[src/rtl/bpsk_pwm_scheduler.sv]
// BPSK amplitude scheduler for the PWM stage.
// Expands each accepted data bit into SAMPLES_PER_SYMBOL carrier samples, one per PWM
// frame, and changes the amplitude only on frame boundaries.
module bpsk_pwm_scheduler #(
    parameter int FRAME_LEN          = 16,
    parameter int SAMPLES_PER_SYMBOL = 8
) (
    input  logic        clock,
    input  logic        reset,
    input  logic        sym_valid,
    input  logic        sym_bit,
    output logic        sym_ready,
    output logic [7:0]  amp,          // two's-complement sample
    output logic        frame_strobe,
    output logic        busy,
    output logic        underrun,
    output logic [15:0] sym_count
);

    localparam int FW = (FRAME_LEN > 1) ? $clog2(FRAME_LEN) : 1;
    localparam int SW = (SAMPLES_PER_SYMBOL > 1) ? $clog2(SAMPLES_PER_SYMBOL) : 1;
    localparam logic [FW-1:0] FRAME_LAST  = FW'(FRAME_LEN - 1);
    localparam logic [SW-1:0] SAMPLE_LAST = SW'(SAMPLES_PER_SYMBOL - 1);

    localparam logic ST_IDLE   = 1'b0;
    localparam logic ST_ACTIVE = 1'b1;

    // Quarter-wave symmetric table: magnitude 117 where exactly one of idx[1:0] is set,
    // 49 otherwise; idx[2] selects the negative half. Bit 0 flips the sign.
    function automatic logic [7:0] carrier(input logic [2:0] idx, input logic bit_val);
        logic [7:0] mag;
        logic       neg;
        mag = (idx[0] ^ idx[1]) ? 8'd117 : 8'd49;
        neg = idx[2] ^ ~bit_val;
        return neg ? (8'd0 - mag) : mag;
    endfunction

    logic [FW-1:0] frame_cnt_q, frame_cnt_d;
    logic          state_q, state_d;
    logic          nxt_bit_q, nxt_bit_d;
    logic          nxt_full_q, nxt_full_d;
    logic          cur_bit_q, cur_bit_d;
    logic [SW-1:0] sample_cnt_q, sample_cnt_d;
    logic [2:0]    car_idx_q, car_idx_d;
    logic [7:0]    amp_q, amp_d;
    logic          underrun_q, underrun_d;
    logic [15:0]   sym_count_q, sym_count_d;

    logic       accept;
    logic       do_load;
    logic [2:0] load_idx;

    assign frame_strobe = (frame_cnt_q == FRAME_LAST);
    assign sym_ready    = ~reset & ~nxt_full_q;
    assign busy         = (state_q == ST_ACTIVE);
    assign amp          = amp_q;
    assign underrun     = underrun_q;
    assign sym_count    = sym_count_q;
    assign accept       = sym_valid & sym_ready;

    // Next-state: holding-register accept every cycle, everything else on frame boundaries.
    always_comb begin
        frame_cnt_d  = (frame_cnt_q == FRAME_LAST) ? '0 : frame_cnt_q + FW'(1);
        state_d      = state_q;
        nxt_bit_d    = nxt_bit_q;
        nxt_full_d   = nxt_full_q;
        cur_bit_d    = cur_bit_q;
        sample_cnt_d = sample_cnt_q;
        car_idx_d    = car_idx_q;
        amp_d        = amp_q;
        underrun_d   = 1'b0;
        sym_count_d  = sym_count_q;
        do_load      = 1'b0;
        load_idx     = 3'd0;

        if (accept) begin
            nxt_bit_d  = sym_bit;
            nxt_full_d = 1'b1;
        end

        if (frame_strobe) begin
            case (state_q)
                ST_IDLE: begin
                    if (nxt_full_q) begin
                        do_load  = 1'b1;
                        load_idx = 3'd0;
                    end
                end
                default: begin
                    if (sample_cnt_q != SAMPLE_LAST) begin
                        sample_cnt_d = sample_cnt_q + SW'(1);
                        car_idx_d    = car_idx_q + 3'd1;
                        amp_d        = carrier(car_idx_q + 3'd1, cur_bit_q);
                    end else if (nxt_full_q) begin
                        // Back-to-back symbols keep carrier phase continuous.
                        do_load  = 1'b1;
                        load_idx = car_idx_q + 3'd1;
                    end else begin
                        state_d    = ST_IDLE;
                        amp_d      = 8'd0;
                        underrun_d = 1'b1;
                    end
                end
            endcase
        end

        // Load only happens with nxt_full_q set, so it never collides with an accept.
        if (do_load) begin
            cur_bit_d    = nxt_bit_q;
            nxt_full_d   = 1'b0;
            sample_cnt_d = '0;
            car_idx_d    = load_idx;
            amp_d        = carrier(load_idx, nxt_bit_q);
            sym_count_d  = sym_count_q + 16'd1;
            state_d      = ST_ACTIVE;
        end
    end

    // State registers with synchronous reset.
    always_ff @(posedge clock) begin
        if (reset) begin
            frame_cnt_q  <= '0;
            state_q      <= ST_IDLE;
            nxt_bit_q    <= 1'b0;
            nxt_full_q   <= 1'b0;
            cur_bit_q    <= 1'b0;
            sample_cnt_q <= '0;
            car_idx_q    <= 3'd0;
            amp_q        <= 8'd0;
            underrun_q   <= 1'b0;
            sym_count_q  <= 16'd0;
        end else begin
            frame_cnt_q  <= frame_cnt_d;
            state_q      <= state_d;
            nxt_bit_q    <= nxt_bit_d;
            nxt_full_q   <= nxt_full_d;
            cur_bit_q    <= cur_bit_d;
            sample_cnt_q <= sample_cnt_d;
            car_idx_q    <= car_idx_d;
            amp_q        <= amp_d;
            underrun_q   <= underrun_d;
            sym_count_q  <= sym_count_d;
        end
    end

endmodule

[config.mk]
export PLATFORM = sky130hd
export DESIGN_NAME = bpsk_pwm_scheduler
export DESIGN_NICKNAME = d
export VERILOG_FILES = /design/src/rtl/bpsk_pwm_scheduler.sv
export SDC_FILE = /design/constraint.sdc
export NUM_CORES = 1
export LEC_CHECK = 0
export ABC_AREA = 1
export BUFFER_PORTS_ARGS = -buffer_cell sky130_fd_sc_hd__buf_2
export CORE_ASPECT_RATIO = 1.25
export CORE_MARGIN = 5
export CORE_UTILIZATION = 35
export CTS_BUF_LIST = sky130_fd_sc_hd__clkbuf_8
export DETAILED_ROUTE_END_ITERATION = 8
export PLACE_DENSITY = 0.61
export SYNTH_ARGS = -nofsm -noshare
export SYNTH_HDL_FRONTEND = slang
export SYNTH_SLANG_ARGS = --single-unit
export TNS_END_PERCENT = 1
[constraint.sdc]
create_clock -name clock -period 1.4 [get_ports clock]
set_input_delay 0.28 -clock clock [delete_from_list [all_inputs] [get_ports clock]]
set_output_delay 0.28 -clock clock [all_outputs]
set_load 0.02 [all_outputs]
==> impl_metrics.tcl <==
set metrics [dict create \
    p_comb_share_pct 4.9 \
    skew_ps 4.90 \
    wl_met2_mm 2.32 \
    endpoint_kind "output pin" \
    grt_max_degree 12 \
    hold_path_end "amp[0]$_SDFFE_PP0P_" \
    worstHoldStart "reset" \
    core_area_um2 5120 \
    cts_buffer_depth 2 \
    critical_path_class "reg -> out" \
    hold_class "in -> reg" \
    grt_overflow_total 0 \
    cts_tree "done" \
    cp_common_cell "buf_6" \
    violations "setup timing" \
    path_delay_family "buffers and inverters" \
    power_frac_seq_pct 55.1 \
    dpl.hpwl_mm 3.54 \
    cts_htree_levels 2 \
    worst_hold_slack_ps 256 \
    timing.rr.end "sym_count[8]$_SDFFE_PP0P_" \
    top_layer "met4" \
    reg2reg_slack_ps -110 \
    cts_inserted_buffers 5 \
    fin_nets 346 \
    fill_cells 503 \
    placementRows 29 \
    setup_viol 9 \
    grt_pass1_vias 1769 \
    power_density_nw_per_um2 719 \
    cts_hold_buf 0 \
    wl_per_cell_um 11.4 \
    synthCells 271 \
    drt-initial-drc-count 46 \
    ys_types 28 \
    dieArea_um2 6890 \
    syn_to_final_growth_pct 37.8 \
    max_freq_mhz 656 \
    cp.required_ps 1120 \
    synth_area_um2 1860 \
    syn_area_per_cell_um2 6.87 \
    clk_pin_slew_ps 70 \
    path_buf_inv 4 \
    cts-root-buf "clkbuf_8" \
    utilization_pct 50.2 \
    layout_common_cells "67 x nand2_1, 33 x buf_4, 31 x inv_1" \
    clock_sinks 35 \
    slew_violations 0 \
    rsz0062_at_grt "yes" \
    drcViolationCount 0 \
    crit_fanout 4 \
    drtPass1Iterations 4 \
    layout_setup_ws_ps -124 \
    reg2reg_from "sample_cnt_q[0]$_SDFFE_PP0P_" \
    path_cells "ha_4, nand3_4, buf_6, inv_4, buf_6, buf_6" \
    hold_violations 0 \
    tns_ps -537 \
    pre_cts_ws_ps -167 \
    slew-limit-headroom_pct 80.0 \
    ys_warn_count 0 \
    vdd_ir_drop_max_v 0.000440 \
    postRouteAntennaNets 0 \
    antenna_found_initial 0 \
    min_period_ps 1520 \
    crit_path_top_delay_cell "dfxtp_2" \
    wl_met3_um 173 \
    seq_area_frac_synth_pct 37.6 \
    final_common_cell "nand2_1" \
    cp_data_arrival_time_ps 1240 \
    p_sw_w 0.000414 \
    io_buffers 31 \
    via_count 1910 \
    diodes 0 \
    worst_slew_pin_slew_ps 298 \
    wl_met1_mm 1.96 \
    finalCritPeriodShare_pct 109 \
    chipWidth_um 75.2 \
    status "finished, violations left" \
    drive_above_1_share_pct 33.5 \
    min_path_cells 2 \
    drv_cap 0 \
    p_int_w 0.00143 \
    clockPowerShare_pct 40.0 \
    die_h_um 91.5 \
    gp_congestion 0.874 \
    worst_skew_pair.late_latency_ps 280 \
    drt_wl_total_mm 4.53 \
    grt_pass1_wl_mm 7.58 \
    p_sw_share_pct 22.4 \
    syn_nets 280 \
    initial_core_util_pct 36.4 \
    cpPeakStageDelay_ps 350 \
    cp-start-kind "flop" \
    power_leakage_nw 1.16 \
    yosys_register_bits 35 \
    r2r_cells 11 \
    viasPerCell 4.79 \
    grt_usage_pct 13.8 \
    io_pins 32 \
]
## flip-flops by register name, indices dropped and copies added (netlist names)
| name | flops |
|---|---|
| sym_count | 16 |
| cur_bit_q | 1 |
| amp | 4 |
| busy | 1 |
| sample_cnt_q | 3 |
| frame_cnt_q | 4 |
| underrun | 1 |
| car_idx_q | 3 |
| nxt_bit_q | 1 |
| nxt_full_q | 1 |
## metrics by stage
| step | instances | power, W | instance area [um2] |
|---|---|---|---|
| 6_report | 399 | 0.00185 | 2570 |
| 2_1_floorplan | 271 | 0.00109 | 1920 |
| 5_1_grt | 399 | 0.00193 | 2570 |
| 4_1_cts | 393 | 0.00187 | 2460 |
| 3_3_place_gp | 383 | 0.00112 | 2310 |
| 3_5_place_dp | 383 | 0.00112 | 2310 |
## final cells by class
cell class | instances | area, um2 | share of cell area, %
clock buffers | 6 | 82.6 | 3.22
clock inverters | 1 | 5.00 | 0.195
inverters | 38 | 153 | 5.95
multi-input cells | 190 | 1090 | 42.4
flip-flops and latches | 35 | 708 | 27.6
well taps | 62 | 77.6 | 3.02
repair buffers | 67 | 452 | 17.6
## timing repair
action,CTS,global route
setup endpoints to repair,24,29
pin swaps,3,9
resized for setup,18,17
buffers inserted,3,6
## worst max-delay path by stage
stage / startpoint / to / slack [ps] / depth (start not counted)
floorplan: sample_cnt_q[1]$_SDFFE_PP0P_ / sym_count[10]$_SDFFE_PP0P_ / -40 / 12
global placement: sample_cnt_q[1]$_SDFFE_PP0P_ / sym_count[9]$_SDFFE_PP0P_ / -100 / 11
detailed placement: sample_cnt_q[1]$_SDFFE_PP0P_ / sym_count[9]$_SDFFE_PP0P_ / -170 / 11
CTS: frame_cnt_q[0]$_SDFF_PP0_ / frame_strobe / -140 / 6
global route: sample_cnt_q[0]$_SDFFE_PP0P_ / sym_count[10]$_SDFFE_PP0P_ / -200 / 12
finish: frame_cnt_q[1]$_SDFF_PP0_ / frame_strobe / -120 / 6
## synth_stat cells
cell type | instances | area share, %
clkbuf_1 | 2 | 0.40
inv_2 | 4 | 0.81
nor2_4 | 2 | 1.2
nand3_2 | 1 | 0.54
buf_6 | 1 | 0.60
nand3_1 | 19 | 5.1
inv_1 | 34 | 6.9
a21oi_1 | 25 | 6.7
dfxtp_1 | 35 | 38
nand2_2 | 2 | 0.67
ha_1 | 5 | 3.4
nor2_8 | 1 | 1.1
nor4_1 | 1 | 0.34
nand2_1 | 70 | 14
o22ai_1 | 1 | 0.34
xor2_1 | 3 | 1.4
nor3_1 | 9 | 2.4
or2_0 | 1 | 0.34
nand3_4 | 1 | 0.94
nand2_4 | 1 | 0.60
xnor2_1 | 3 | 1.4
nand4_1 | 3 | 1.0
buf_4 | 5 | 2.0
o21bai_1 | 2 | 0.81
nor2_1 | 26 | 5.2
nor2_2 | 2 | 0.67
o21ai_0 | 11 | 3.0
a211oi_1 | 1 | 0.40
## cells by family after synthesis
kind of cell    after synthesis  share of synthesized area (%)
xor+xnor                      6                           2.82
buf+inv                      46                           10.7
simple gates                139                           34.3
fa+ha+maj                     5                           3.36
flops                        35                           37.6
compound gates               40                           11.2
## power by group through the flow
stage	clock, W	sequential (W)	combinational (W)
after floorplan	0	0.00104	0.0000473
after global placement	0	0.00104	0.0000827
after detailed placement	0	0.00104	0.0000844
after CTS	0.000764	0.00102	0.0000868
after global routing	0.000807	0.00102	0.000102
final	0.000738	0.00102	0.0000913
## per-layer routing
| layer | GRT usage [%] | up-vias |
|---|---|---|
| met3 | 2.98 | 6 |
| met5 | 0 | - |
| met4 | 4.81 | 0 |
| met2 | 23.5 | 26 |
| li1 | - | 991 |
| met1 | 16.6 | 887 |
Note: power is estimated with default switching activity, not from simulation.
